### src/rtl/ahb2mem_wr_drain.sv
// rtl/ahb2mem_wr_drain.sv - drains packed write entries from a FWFT FIFO into single-beat memory writes
//
// Purpose: pops {be, addr, data} entries from the write FIFO head and replays
// each as one write on a ready-handshaked SRAM-style port. Sustains one write
// per cycle against a zero-wait memory.
//
// Optional feature: define AHB2MEM_DRAIN_TIMEOUT_EN to abort a write that has
// waited TMO_CYC cycles, discarding the entry and raising sticky o_err.
//
// Ports:
//   i_clk, i_rst_n       clock, asynchronous active-low reset
//   i_fifo_empty         FIFO empty flag
//   i_fifo_dout          FIFO head entry {be, addr, data}, data in the LSBs
//   o_fifo_rd            pop strobe (combinational)
//   o_mem_cs, o_mem_we   write request valid / write enable
//   o_mem_addr           write byte address
//   o_mem_wdata          write data
//   o_mem_be             byte enables
//   i_mem_ready          memory accepts the request this cycle
//   o_wr_done            one-cycle pulse per accepted write
//   o_err                sticky timeout error (0 when timeout feature is off)
//   i_err_clr            clears o_err
//   o_idle               IDLE and FIFO empty
module ahb2mem_wr_drain #(
  parameter int AWIDTH  = 32,
  parameter int DWIDTH  = 32,
  parameter int TMO_CYC = 16
) (
  input  logic                               i_clk,
  input  logic                               i_rst_n,
  input  logic                               i_fifo_empty,
  input  logic [DWIDTH/8+AWIDTH+DWIDTH-1:0]  i_fifo_dout,
  output logic                               o_fifo_rd,
  output logic                               o_mem_cs,
  output logic                               o_mem_we,
  output logic [AWIDTH-1:0]                  o_mem_addr,
  output logic [DWIDTH-1:0]                  o_mem_wdata,
  output logic [DWIDTH/8-1:0]                o_mem_be,
  input  logic                               i_mem_ready,
  output logic                               o_wr_done,
  output logic                               o_err,
  input  logic                               i_err_clr,
  output logic                               o_idle
);

  localparam int BEW = DWIDTH / 8;

  typedef enum logic {
    S_IDLE = 1'b0,
    S_REQ  = 1'b1
  } state_t;

  state_t              r_state;
  state_t              w_state_nxt;
  logic                w_accept;
  logic                w_abort;
  logic                w_pop;
  logic [AWIDTH-1:0]   r_addr;
  logic [DWIDTH-1:0]   r_wdata;
  logic [BEW-1:0]      r_be;
  logic                r_wr_done;

  // State register
  always_ff @(posedge i_clk or negedge i_rst_n) begin
    if (!i_rst_n) begin
      r_state <= S_IDLE;
    end else begin
      r_state <= w_state_nxt;
    end
  end

  // Next state and pop decision. A pop always (re)enters REQ, which also
  // covers the back-to-back case where an accept and a pop coincide.
  always_comb begin
    w_state_nxt = r_state;
    w_accept    = 1'b0;
    w_pop       = 1'b0;
    if (r_state == S_REQ) begin
      w_accept = i_mem_ready;
    end
    w_pop = !i_fifo_empty && ((r_state == S_IDLE) || w_accept || w_abort);
    if (w_pop) begin
      w_state_nxt = S_REQ;
    end else if (w_accept || w_abort) begin
      w_state_nxt = S_IDLE;
    end
  end

  // Captured request; held across wait states and kept (not zeroed) in IDLE.
  always_ff @(posedge i_clk or negedge i_rst_n) begin
    if (!i_rst_n) begin
      r_addr    <= '0;
      r_wdata   <= '0;
      r_be      <= '0;
      r_wr_done <= 1'b0;
    end else begin
      r_wr_done <= w_accept;
      if (w_pop) begin
        {r_be, r_addr, r_wdata} <= i_fifo_dout;
      end
    end
  end

`ifdef AHB2MEM_DRAIN_TIMEOUT_EN
  localparam logic [7:0] TMO_LAST = 8'(TMO_CYC - 1);

  logic [7:0] r_wait_cnt;
  logic       r_err;

  // Abort on the last allowed wait cycle; a ready in that cycle still wins.
  assign w_abort = (r_state == S_REQ) && !i_mem_ready && (r_wait_cnt == TMO_LAST);

  always_ff @(posedge i_clk or negedge i_rst_n) begin
    if (!i_rst_n) begin
      r_wait_cnt <= 8'd0;
      r_err      <= 1'b0;
    end else begin
      if (w_pop) begin
        r_wait_cnt <= 8'd0;
      end else if ((r_state == S_REQ) && !i_mem_ready && (r_wait_cnt != 8'hFF)) begin
        r_wait_cnt <= r_wait_cnt + 8'd1;
      end
      // Set has priority over clear when both happen in one cycle.
      if (w_abort) begin
        r_err <= 1'b1;
      end else if (i_err_clr) begin
        r_err <= 1'b0;
      end
    end
  end

  assign o_err = r_err;
`else
  logic w_unused_err_clr;

  assign w_abort          = 1'b0;
  assign o_err            = 1'b0;
  assign w_unused_err_clr = i_err_clr;
`endif

  assign o_fifo_rd   = w_pop;
  assign o_mem_cs    = (r_state == S_REQ);
  assign o_mem_we    = (r_state == S_REQ);
  assign o_mem_addr  = r_addr;
  assign o_mem_wdata = r_wdata;
  assign o_mem_be    = r_be;
  assign o_wr_done   = r_wr_done;
  assign o_idle      = (r_state == S_IDLE) && i_fifo_empty;

endmodule

### config.mk
export PLATFORM = sky130hd
export DESIGN_NAME = ahb2mem_wr_drain
export DESIGN_NICKNAME = d
export VERILOG_FILES = /design/src/rtl/ahb2mem_wr_drain.sv
export SDC_FILE = /design/constraint.sdc
export NUM_CORES = 1
export LEC_CHECK = 0
export BUFFER_PORTS_ARGS = -buffer_cell sky130_fd_sc_hd__buf_2
export CORE_MARGIN = 3
export CORE_UTILIZATION = 44
export DETAILED_ROUTE_END_ITERATION = 12
export GPL_ROUTABILITY_DRIVEN = 0
export PLACE_DENSITY = 0.83
export SKIP_CTS_REPAIR_TIMING = 1
export SYNTH_ARGS = -nofsm -noshare
export SYNTH_HDL_FRONTEND = slang
export SYNTH_SLANG_ARGS = --single-unit
### constraint.sdc
create_clock -name i_clk -period 2 [get_ports i_clk]
set_clock_uncertainty 0.1 [all_clocks]
set_input_delay 0.2 -clock i_clk [delete_from_list [all_inputs] [get_ports i_clk]]
set_output_delay 0.2 -clock i_clk [all_outputs]
set_load 0.1 [all_outputs]
# Word-level counts from Yosys, hierarchy flattened

Cells that the tools add are included.

Muxes and demuxes: 3
Reduce and logical (&&, ||, !) cells: 5
Bitwise logic cells: 1

Operators with widths:

| operator           | count |
|---|---|
| 1-bit 2-to-1 mux   | 3 |
| 1-bit logical AND  | 2 |
| 2-bit nonzero test | 1 |
| 1-bit logical NOT  | 1 |
| 1-bit logical OR   | 1 |
| 1-bit NOT          | 1 |

Logic and storage cells: 14
Input bits: 73
Bits in registers: 70
Output and inout port bits: 74

# Longest topological paths before layout

Gate-level depths: netlist of the first run.

Word-level depth: 4
Depth in mapped cells: 5
Mapped depth without buffers: 3

# Worst setup path before layout of the first run

OpenSTA, ideal clock, no wires.

Path kind: reg2out
Start point: register r_state (netlist: o_mem_cs)
End point: output o_idle
Path buffers: 0
Required time: 1.700 ns
Data arrival time: 2.276 ns
Setup slack: -0.576 ns
Cell stages (with the launch flop): 2
Cells stage by stage: dfrtp_1 nor2b_1

Cells in the longest elaborated chain, start to end: 2

RTL lines:

| item                     | RTL line | RTL |
|---|---|---|
| start: declaration       | 53       | `state_t r_state;` |
| start signal: assignment | 68       | `r_state <= w_state_nxt;` |
| 1-bit NOT                | 148      | `assign o_idle = (r_state == S_IDLE) && i_fifo_empty;` |
| 1-bit logical AND        | 148      |  |
| end: declaration         | 43       | `output logic o_idle` |

Every way passes these cells.

# Worst setup path after layout of the first run

Start point: input i_mem_ready
End point: output o_fifo_rd

Cells in the longest elaborated chain, start to end: 3

RTL lines:

| item               | RTL line | RTL |
|---|---|---|
| start: declaration | 39       | `input logic i_mem_ready,` |
| 1-bit 2-to-1 mux   | 78       | `if (r_state == S_REQ) begin` |
| 1-bit logical OR   | 81       | `w_pop = !i_fifo_empty && ((r_state == S_IDLE) \|\| w_accept \|\| w_abort);` |
| 1-bit logical AND  | 81       |  |
| end: declaration   | 33       | `output logic o_fifo_rd,` |

Every way passes these cells.

==> results of run 1 <==
==> worst paths after layout <==
check,from,endpoint,depth (start not counted),slack (ps)
max,i_mem_ready,o_fifo_rd,6,90
max reg2reg,o_mem_cs,o_mem_addr[11],3,410
min in group asynchronous,i_rst_n,o_mem_wdata[30],3,330
max in group asynchronous,i_rst_n,o_mem_cs,3,1160
min,i_fifo_dout[58],o_mem_addr[26],2,5
min reg2reg,o_mem_addr[25],o_mem_addr[25],1,380
==> logic make-up after synthesis <==
kind of cell | count (synthesis)
DFF | 70
buffers and inverters | 11
muxes | 68
and+or+nand+nor | 2
other | 1
AOI/OAI and AO/OA | 2
==> worst max-delay path: cells and delay by family <==
family	cells	cell delay [ps]
compound gates	1	160
buf+inv	5	1210
==> stage by stage <==
stage / power [mW] / hold WS (ps) / util / std cells / setup slack, ps
6_report: 4.930 / 4.666 / 0.6724 / 396 / 93.35
5_1_grt: 5.133 / 0.2121 / 0.6724 / 396 / 26.32
4_1_cts: 4.960 / -198.7 / 0.6387 / 377 / 162.1
3_5_place_dp: 3.960 / 152.4 / 0.6079 / 363 / 416.6
3_3_place_gp: 3.925 / 148.2 / 0.6079 / 363 / 463.8
2_1_floorplan: 3.570 / -195.6 / - / 154 / 128.3
==> power by group through the flow <==
stage / sequential, mW / clock [mW] / combinational [mW]
6_report: 1.72 / 0.985 / 2.23
5_1_grt: 1.75 / 1.09 / 2.29
4_1_cts: 1.72 / 1.03 / 2.21
3_5_place_dp: 1.75 / 0 / 2.21
3_3_place_gp: 1.73 / 0 / 2.19
2_1_floorplan: 3.28 / 0 / 0.289
==> registers in the layout, indices dropped and copies added (netlist names) <==
| signal | flops |
|---|---|
| o_mem_wdata | 32 |
| o_mem_cs | 1 |
| o_mem_be | 4 |
| o_wr_done | 1 |
| o_mem_addr | 32 |
==> placed cells by master (no fill, tap or decap), types with 3 or more instances in the layout <==
master,instances
buf_2,143
dfrtp_1,69
mux2_2,59
dlygate4sd3_1,19
clkbuf_8,12
mux2_1,9
buf_12,3
==> metal layers <==
layer / share of wire / GRT usage
met5: 0 / 0
met3: 0.085 / 0.05556
met2: 0.51 / 0.2843
met1: 0.39 / 0.1774
met4: 0.012 / 0.06092
==> Yosys cell counts, drive strengths merged <==
library cell  count
mux2             68
o21ai             1
nor2b             1
dfrtp            70
nor2              1
buf               9
conb              1
a21oi             1
inv               2
==> final cells by class <==
cell class	instances	area, um^2
tap	72	90.09
inverter	2	7.507
fill	419	1848
timing repair buffer	165	965.9
clock buffer	13	168.9
sequential	70	1753
clock inverter	1	5.005
multi-input combinational	73	803.3
==> impl_metrics.toml, run 1 <==
[synth]
synth.largest_area_cell = "dfrtp_1"
synth_top_family_by_area = "multiplexers"
ys_seq_area_frac = 0.6648
synthDistinctLibCells = 12
synth_adder_area_share = 0
yosys-top-cells-area = "dfrtp_1, mux2_2, mux2_1"
synth.top_cell.area_share = 0.6648
synth-simple-area-share = 0.003799
avgSynthCellArea_um2 = 17.11
netlist_area_mm2 = 0.002635
synth-compound-area-share = 0.008072
synth_nets = 227
synth-xor-area-share = 0
synth_seq_cells = 70
synth.mux.area_fraction = 0.2906
syn_inst = 154
ys_warn_count = 0

[critical_path]
crit_arrival_ps = 1610
end_kind = "primary output"
critical_path_class = "input pin to primary output"
slowest_stage = "dlygate4sd3_1"
critical_path.startpoint_type = "input pin"
max_stage_delay_ps = 520
path_cells = "dlygate4sd3_1 > buf_2 > inv_2 > a21oi_4 > buf_12 > buf_12"
crit_top_cell = "buf_12"
critPathMaxFanout = 69
required_ps = 1700

[power]
internal_power_mw = 2.557
p_comb_frac = 0.452
p_leak_nw = 1.867
pwr_density_cell_mw_per_mm2 = 1300
swShare = 0.4814
ir_worst_vdd_mv = 0.7500
seqPwrFrac = 0.348
switchingPower_mw = 2.374
clockPowerShare = 0.200

[cts]
clk_path_buf_depth = 2
cts_buffers = 9
htreeDepth = 3
clock_latency_ps = 310
clock-root-buffer = "clkbuf_8"
numClockSinks = 70
clkTransAtPathRegs_ps = 70
cts_tree = "yes"

[grt]
grt_pass1_vias = 1997
grt_pass1_wl_um = 9032
grt_usage = 0.1608
antenna_found_initial = 0
grt_max_degree = 71
grt.overflow.total = 0

[floorplan]
ios = 147
rows = 27
die_w_um = 83.39
coreArea_mm2 = 0.005642
start_util = 0.4671
dieArea_mm2 = 0.006953
die_h_um = 83.39

[drt]
finalWirelength_um = 5465
drt_pass1_iterations = 3
dr.first_iter.drc_count = 34
wl_per_cell_um = 13.80
drc = 0
ant_nets = 0
vias_per_cell = 4.674
vias = 1851

[sta]
worst_pin_slew_ps = 522.4
fmax_mhz = 524.5
slew_headroom = 0.6541
min_period_over_period = 0.9533
slew_violations = 0
finalSetupTns_ps = 0
setup_viol = 0
finalHoldViolCount = 0
rsz0062_at_grt = "no"
min_period_ps = 1907

[cells_and_area]
nets = 394
diodes = 0
final_area_mm2 = 0.003794
area_growth_syn_to_layout_pct = 43.97
layout-drive-gt1-share = 0.6852

[place]
postPlaceCellArea_mm2 = 0.003430
portBuffers = 144

[job]
maxCapViolCount = 0

[min_path]
hold_class = "input pin to flop"

[run_status]
status = "complete, no violations"
(Power assumes the default switching activity.)
==> run 2: changes to the inputs <==
RECOVER_POWER = 25   (was not set)
==> impl_metrics.toml, run 2 (synthesis results as in run 1) <==
[critical_path]
critical_path_class = "input pin to primary output"
r2r_slack_ps = 410
crit_arrival_ps = 1610
critical_path.startpoint_type = "input pin"
end_kind = "primary output"
required_ps = 1700
reg2regPathDepth = 3
critPathMaxFanout = 69

[floorplan]
rows = 27
start_util = 0.4671
ios = 147
die_w_um = 83.39
coreArea_mm2 = 0.005642
dieArea_mm2 = 0.006953
die_h_um = 83.39

[min_path]
worstHoldPathCells = 2
hold_class = "input pin to flop"

[sta]
slew_headroom = 0.3948
rsz0062_at_grt = "no"
fin_worst_hold_slack_ps = 4.666
slew_violations = 0
fmax_mhz = 524.5
min_period_over_period = 0.9533
finalHoldViolCount = 0
finalSetupTns_ps = 0
setup_viol = 0
min_period_ps = 1907
worst_pin_slew_ps = 907.8
setup_slack_ps = 93.34

[cells_and_area]
final_area_mm2 = 0.003781
fillers = 421
diodes = 0
final_common_cell = "buf_2"
utilization = 0.6702
area_growth_syn_to_layout_pct = 43.49
final_cell_mix = "buf_2, dfrtp_1, mux2_2"
layoutNonFillerInstCount = 396
layout-drive-gt1-share = 0.6852
nets = 394

[cts]
cts_tree = "yes"
numClockSinks = 70
clkTransAtPathRegs_ps = 70
clock-root-buffer = "clkbuf_8"
clk_path_buf_depth = 2
cts_buffers = 9
clock_latency_ps = 310
htreeDepth = 3

[drt]
vias_per_cell = 4.674
finalWirelength_um = 5462
drt_pass1_iterations = 3
ant_nets = 0
wl_per_cell_um = 13.79
vias = 1851
dr.first_iter.drc_count = 34
drc = 0

[grt]
grt_pass1_wl_um = 9032
antenna_found_initial = 0
grt_pass1_vias = 1997
grt_usage = 0.1608
grt.overflow.total = 0
grt_max_degree = 71

[power]
ir_worst_vdd_mv = 0.7500
p_total_mw = 4.927
p_leak_nw = 1.862
pwr_density_cell_mw_per_mm2 = 1303

[place]
postPlaceCellArea_mm2 = 0.003430
place_ws_ps = 416.6
placed_cells = 363
portBuffers = 144

[job]
maxCapViolCount = 0

[run_status]
status = "complete, no violations"
-- run 2: area by class of cell --
| cell class | count | area (um^2) | area share |
|---|---|---|---|
| clock inverter | 1 | 5.005 | 0.001324 |
| tap | 72 | 90.09 | 0.02383 |
| timing repair buffer | 165 | 953.4 | 0.2522 |
| inverter | 2 | 7.507 | 0.001985 |
| clock buffer | 13 | 168.9 | 0.04467 |
| multi-input combinational | 73 | 803.3 | 0.2124 |
| sequential | 70 | 1753 | 0.4636 |
-- run 2: final timing paths --
kind	start	end
setup reg to reg	o_mem_cs	o_mem_addr[11]
max in group asynchronous	i_rst_n	o_mem_cs
hold reg to reg	o_mem_addr[25]	o_mem_addr[25]
min in group asynchronous	i_rst_n	o_mem_wdata[30]
hold / removal	i_fifo_dout[58]	o_mem_addr[26]
setup / recovery	i_mem_ready	o_fifo_rd
-- run 2: where the power goes --
part | switching, mW | internal, mW | total (mW) | leakage [nW]
Combinational | 1.83 | 0.394 | 2.23 | 0.952
Clock | 0.448 | 0.537 | 0.985 | 0.0914
Sequential | 0.0936 | 1.62 | 1.72 | 0.818
Total | 2.37 | 2.55 | 4.93 | 1.86
-- run 2: routing by layer --
layer | part of all wire | GRT usage
met1 | 0.39 | 0.1774
met2 | 0.51 | 0.2843
met3 | 0.085 | 0.05556
met4 | 0.012 | 0.06092
met5 | 0 | 0
-- run 2: worst max-delay path, cell delays in order --
cell and delay, ps:
dlygate4sd3_1 520, buf_2 110, inv_2 40, a21oi_4 160, buf_12 320, buf_12 220
